[config.mk]
export PLATFORM = sky130hd
export DESIGN_NAME = sfx_arbiter
export DESIGN_NICKNAME = d
export VERILOG_FILES = /design/src/rtl/sfx_arbiter.sv
export SDC_FILE = /design/constraint.sdc
export NUM_CORES = 1
export LEC_CHECK = 0
export ABC_AREA = 1
export ABC_CLOCK_PERIOD_IN_PS = 3200
export CAP_MARGIN = 10
export CORE_ASPECT_RATIO = 1.5
export CORE_MARGIN = 5
export CORE_UTILIZATION = 35
export CTS_CLUSTER_SIZE = 28
export DETAILED_ROUTE_END_ITERATION = 8
export GPL_TIMING_DRIVEN = 1
export PLACE_DENSITY_LB_ADDON = 0.25
export RECOVER_POWER = 100
export SLEW_MARGIN = 40
export SYNTH_ARGS = -nofsm -noshare
export SYNTH_HDL_FRONTEND = slang
export SYNTH_SLANG_ARGS = --single-unit
[constraint.sdc]
create_clock -name CLOCK_50 -period 3.2 [get_ports CLOCK_50]
set_input_delay 0.64 -clock CLOCK_50 [delete_from_list [all_inputs] [get_ports CLOCK_50]]
set_output_delay 0.64 -clock CLOCK_50 [all_outputs]
set_load 0.01 [all_outputs]
[src/rtl/sfx_arbiter.sv]
// Fixed-priority arbiter sharing the audio DAC path between tone requesters.
// The granted requester plays a square wave for a latched number of beats.
module sfx_arbiter #(
  parameter int unsigned NUM_REQ     = 4,
  parameter logic [31:0] AMPLITUDE   = 32'd100000000,
  parameter int unsigned BEAT_CYCLES = 2500000
) (
  input  logic                   CLOCK_50,
  input  logic                   reset,
  input  logic [NUM_REQ-1:0]     req,
  input  logic [19*NUM_REQ-1:0]  req_period,
  input  logic [8*NUM_REQ-1:0]   req_beats,
  input  logic                   audio_out_allowed,
  output logic [NUM_REQ-1:0]     grant,
  output logic                   busy,
  output logic [NUM_REQ-1:0]     done,
  output logic                   write_audio_out,
  output logic [31:0]            left_channel_audio_out,
  output logic [31:0]            right_channel_audio_out
);

  localparam int unsigned IW  = (NUM_REQ > 1) ? $clog2(NUM_REQ) : 1;
  localparam int unsigned BTW = (BEAT_CYCLES > 1) ? $clog2(BEAT_CYCLES) : 1;
  localparam logic [BTW-1:0] BT_LAST = BTW'(BEAT_CYCLES - 1);
  localparam logic [31:0]    NEG_AMP = ~AMPLITUDE + 32'd1;

  typedef enum logic {S_IDLE, S_PLAY} state_t;

  state_t             state_q, state_d;
  logic [IW-1:0]      g_q, g_d;
  logic [NUM_REQ-1:0] grant_q, grant_d;
  logic [18:0]        per_q, per_d;
  logic [18:0]        hp_cnt_q, hp_cnt_d;
  logic [7:0]         beats_q, beats_d;
  logic [7:0]         bc_q, bc_d;
  logic [BTW-1:0]     bt_cnt_q, bt_cnt_d;
  logic               snd_q, snd_d;
  logic [31:0]        sample_q, sample_d;

  logic          any_req, cur_req, higher;
  logic [IW-1:0] win_idx;
  logic [18:0]   sel_per;
  logic [7:0]    sel_beats;
  logic          playing, preempt, abort, complete, load, stop;
  logic          bt_wrap, hp_wrap;

  // Winner lookup, granted-requester level and higher-priority detection.
  always_comb begin
    any_req   = |req;
    win_idx   = '0;
    for (int unsigned i = NUM_REQ; i > 0; i--) begin
      if (req[i-1]) win_idx = IW'(i - 1);
    end
    sel_per   = '0;
    sel_beats = '0;
    cur_req   = 1'b0;
    higher    = 1'b0;
    for (int unsigned i = 0; i < NUM_REQ; i++) begin
      if (IW'(i) == win_idx) begin
        sel_per   = req_period[19*i +: 19];
        sel_beats = req_beats[8*i +: 8];
      end
      if (IW'(i) == g_q) cur_req = req[i];
      if (req[i] && (IW'(i) < g_q)) higher = 1'b1;
    end
    if (sel_beats == '0) sel_beats = 8'd1;
  end

  always_comb begin
    playing  = (state_q == S_PLAY);
    preempt  = playing && higher;
    abort    = playing && !cur_req;
    bt_wrap  = (bt_cnt_q == BT_LAST);
    hp_wrap  = (per_q != '0) && (hp_cnt_q == per_q);
    complete = playing && bt_wrap && (bc_q == beats_q - 8'd1);
    // Preemption outranks abort and completion; abort outranks completion.
    load     = (!playing && any_req) || preempt;
    stop     = playing && !preempt && (abort || complete);

    state_d  = state_q;
    g_d      = g_q;
    grant_d  = grant_q;
    per_d    = per_q;
    beats_d  = beats_q;
    hp_cnt_d = hp_cnt_q;
    bt_cnt_d = bt_cnt_q;
    bc_d     = bc_q;
    snd_d    = snd_q;
    sample_d = '0;

    if (load) begin
      state_d  = S_PLAY;
      g_d      = win_idx;
      for (int unsigned i = 0; i < NUM_REQ; i++) grant_d[i] = (IW'(i) == win_idx);
      per_d    = sel_per;
      beats_d  = sel_beats;
      hp_cnt_d = '0;
      bt_cnt_d = '0;
      bc_d     = '0;
      snd_d    = 1'b1;
      sample_d = (sel_per != '0) ? AMPLITUDE : '0;
    end else if (stop) begin
      state_d  = S_IDLE;
      grant_d  = '0;
      hp_cnt_d = '0;
      bt_cnt_d = '0;
      bc_d     = '0;
      snd_d    = 1'b1;
    end else if (playing) begin
      hp_cnt_d = hp_wrap ? '0 : hp_cnt_q + 1'b1;
      snd_d    = hp_wrap ? ~snd_q : snd_q;
      bt_cnt_d = bt_wrap ? '0 : bt_cnt_q + 1'b1;
      bc_d     = bt_wrap ? bc_q + 8'd1 : bc_q;
      // Sample is registered from the next phase so it lines up with snd.
      sample_d = (per_q != '0) ? (snd_d ? AMPLITUDE : NEG_AMP) : '0;
    end
  end

  always_ff @(posedge CLOCK_50) begin
    if (reset) begin
      state_q  <= S_IDLE;
      g_q      <= '0;
      grant_q  <= '0;
      per_q    <= '0;
      beats_q  <= '0;
      hp_cnt_q <= '0;
      bt_cnt_q <= '0;
      bc_q     <= '0;
      snd_q    <= 1'b1;
      sample_q <= '0;
    end else begin
      state_q  <= state_d;
      g_q      <= g_d;
      grant_q  <= grant_d;
      per_q    <= per_d;
      beats_q  <= beats_d;
      hp_cnt_q <= hp_cnt_d;
      bt_cnt_q <= bt_cnt_d;
      bc_q     <= bc_d;
      snd_q    <= snd_d;
      sample_q <= sample_d;
    end
  end

  // Done marks the final cycle of a tone, so it is qualified by the live inputs.
  assign done = (complete && !abort && !preempt && !reset) ? grant_q : '0;
  assign grant                   = grant_q;
  assign busy                    = (state_q == S_PLAY);
  assign write_audio_out         = audio_out_allowed;
  assign left_channel_audio_out  = sample_q;
  assign right_channel_audio_out = sample_q;

endmodule

==> metrics.md <==
| Metric | Value |
|---|---|
| Clock skew | 0.0124 ns |
| CP endpoint | done[1] |
| Largest net degree at the start of global routing | 56 |
| Pint | 2090 µW |
| WP depth | 11 |
| YS warnings | 0 |
| # setup viols final | 0 |
| Post-synthesis cell count | 844 |
| Logic gate share of total power | 22.8% |
| TritonCTS clock tree | done |
| Skew-Pair Late Insertion Delay | 0.34 ns |
| I/O Pins | 189 |
| Critical-path cell list | inv_1 > ha_1 > xnor2_1 > xor2_1 > nand3_1 > nor2_2 > nand3_2 > nand3b_1 > buf_4 > nor2_1 > clkbuf_2 |
| Slew HR | 38.2% |
| Sequential Power Share | 40.5% |
| CTS H-tree lvls | 3 |
| Status | finished, final reports clean |
| Via Count | 5,657 |
| HPWL after DPL | 12,900 µm |
| Critical path endpoint category | output port |
| Routed wire length per instance | 13.5 µm |
| FF-to-FF Start | beats_q[0] |
| Total GRT Usage | 16.5% |
| Chip width | 115 µm |
| Buffer and inverter count on the worst path | 3 |
| Psw | 834 µW |
| Slew Limit Fails | 0 |
| Clk sinks | 88 |
| Worst Path Max Fanout | 5 |
| Number of synthesized flops with an enable pin | 0 |
| Period minus WS final | 2.97 ns |
| Hold buffers post-CTS | 0 |
| Fin crit share | 92.9% |
| Met1 Usage GRT | 18.6% |
| Clock share of power | 36.7% |
| Worst Path Required | 2.56 ns |
| Fin util | 46.2% |
| Slowest cell on crit path | dfxtp_1 |
| P_leak | 0.00290 µW |
| CTS clk-pin slew, worst paths | 0.07 ns |
| Register area share after synthesis | 30.2% |
| Critical R2R Capture | grant[1] |
| Vias in the first global route | 5,459 |
| Final nets | 1,095 |
| Number of buffers added on ports | 170 |
| Worst path max stage delay | 0.31 ns |
| DRT antenna net count | 0 |
| Synth Cell Area | 5830 µm² |
| Initial Util | 35.7% |
| FILL cells | 1,685 |
| Ys flop type | dfxtp_1 |
| Via/cell ratio | 4.77 |
| Layout cell share with drive strength beyond 1 | 7.24% |
| Setup crit start | beats_q[0] |
| DRC errors left | 0 |
| Layer with the highest usage | met2 |
| RSZ-0062 raised after global routing | false |
| R2R Setup Slk | 0.94 ns |
| Clock root buffer | clkbuf_16 |
| Max Freq | 336 MHz |
| Row Count | 57 |
| Hold Vio Cnt, Final | 0 |
| Routing usage on met3 | 3.38% |
| Die height | 168 µm |
| Post-synth top area cell | dfxtp_1 |
| Global Route met2 Usage | 30.3% |
| # Max-Cap Violations | 0 |
| Worst EP arrival | 2.33 ns |
| Total die area | 19,400 µm² |
| Starting DRT DRC Count | 249 |
| Post-synth ARST share | 0% |
| First-pass GRT wire length | 26,100 µm |
| Pre-Repair DR Iteration Count | 5 |
| Reg area | 1760 µm² |
| Startpoint Class | flip-flop |
| Crit path max-delay family | simple AND/OR/NAND/NOR gates |
| Top post-synthesis cells by area | dfxtp_1 (30%), nand2_1 (14%), buf_4 (8.1%), nor3_2 (6.0%), nor2_1 (5.3%) |
| Worst hold path class | reg2reg |
| Flops & latches, synth | 88 |
| Peak supply drop | 296 µV |
| Overflow after GRT | 0 |
| Worst Tran Pin Value | 0.926 ns |
| Power Dens Cells | 388 nW/µm² |
| Post-Route Setup TNS | 0 ns |
| Share of the synthesized area in the top cell type | 30.2% |
| Synth cell types | 46 |
| RePlAce Congestion | 0.843 |
| WL final | 16,000 µm |
| CTS Buf Count | 9 |
| Initial antenna violation count | 0 |
| WS Path Type | reg2out |
| FF-to-FF path depth | 11 |
| Max Buffers Root-to-Sink | 2 |
| Most common cell in the netlist | nand2_1 |
| Switching fraction of total power | 28.5% |
| Synth Area per Inst | 6.91 µm² |
| N_diodes | 0 |
| Core area | 16,300 µm² |
| Most frequent cells after synthesis | nand2_1 (210), dfxtp_1 (88), nor2_1 (83), inv_1 (72), buf_4 (63) |
| Multi-input gate area | 3090 µm² |
| Synth-to-Final Area Change | 29.4% |
-- per-layer routing --
metal / vias up / part of all wire (%)
met5: - / 0
met1: 2540 / 40
met2: 153 / 53
li1: 2942 / -
met3: 22 / 5.1
met4: 0 / 1.9
-- sequential cells by signal, indices dropped and copies added, names as in the netlist --
register,cells
grant,4
g_q,2
left_channel_audio_out,4
per_q,19
bc_q,8
snd_q,1
hp_cnt_q,19
busy,1
bt_cnt_q,22
beats_q,8
-- metrics by stage --
stage,total power (µW),hold WS (ns),worst slack [ns],cells,area [µm²]
2_1_floorplan,1650,0.447,0.913,859,5890
3_3_place_gp,1910,0.468,-0.0000970,1170,7390
3_5_place_dp,1920,0.472,-0.0129,1170,7390
4_1_cts,3000,0.484,0.0885,1187,7720
5_1_grt,3090,0.502,0.0304,1187,7550
6_report,2930,0.484,0.226,1187,7550
-- cell families after synthesis --
| family | after synthesis | synth area share (%) |
|---|---|---|
| AOI/OAI and AO/OA | 72 | 7.16 |
| xor gates and xnor gates | 45 | 6.76 |
| adders and majority gates | 4 | 0.858 |
| buffers and inverters | 163 | 15.4 |
| DFF | 88 | 30.2 |
| other | 1 | 0.0643 |
| and+or+nand+nor | 471 | 39.6 |
-- worst min path at each step --
stage,slack (ns),startpoint,cells past startpoint,to
after floorplan,0.45,beats_q[7],2,beats_q[7]
after global placement,0.47,beats_q[7],2,beats_q[7]
after detailed placement,0.47,beats_q[7],2,beats_q[7]
after CTS,0.48,bt_cnt_q[1],2,bt_cnt_q[1]
after global routing,0.50,bt_cnt_q[1],2,bt_cnt_q[1]
final,0.48,beats_q[7],2,beats_q[7]
-- what timing repair did --
item                                    4_1_cts  5_1_grt
buffers inserted                              1        0
endpoints found under the setup margin        4        2
resized for setup                             8        7
pin swaps                                     0        1
cloned                                        0        0
hold endpoints to repair                      0        0
-- layout by cell type (no fill, tap or decap), types with 2 or more instances in the layout --
cell	count
a21oi_1	24
clkbuf_2	2
nor4_1	4
a31oi_1	2
nor2_2	6
dfxtp_1	88
clkinvlp_4	4
xnor2_1	17
nand2_1	210
inv_2	6
o21ai_0	25
nor3_1	48
buf_4	18
xor2_1	28
a22o_1	5
nand2_2	3
inv_1	73
nor2_1	81
nor3_4	2
dlygate4sd2_1	2
nand3_2	2
nand4_1	38
clkdlybuf4s50_1	113
nand3_1	58
dlygate4sd3_1	53
o22ai_1	8
or2_2	4
nor3_2	6
clkbuf_16	9
nand3b_1	2
conb_1	16
ha_1	4
-- worst reg2reg max path, cell delays in order (launching register included) --
cell	delay, ns
dfxtp_1	0.31
inv_1	0.07
ha_1	0.24
xnor2_1	0.17
xor2_1	0.16
nand3_1	0.11
nor2_2	0.12
nand3_2	0.13
nand2_2	0.09
nand2_1	0.10
nand2_4	0.48
o21ai_0	0.16
-- power by group through the flow --
stage / sequential [µW] / combinational [µW] / clock [µW]
floorplan: 1210 / 446 / 0
global placement: 1210 / 701 / 0
detailed placement: 1210 / 705 / 0
CTS: 1190 / 707 / 1100
global route: 1190 / 744 / 1150
finish: 1180 / 667 / 1080
-- final cells by class --
type	count	area share, %
Timing Repair Buffer	189	24.2
Tap cell	206	3.42
Clock buffer	10	3.17
Clock inverter	6	0.912
Inverter	80	3.98
Sequential cell	88	23.3
Multi-Input combinational cell	608	41.0
No activity file was read; power rests on OpenSTA's default activity.
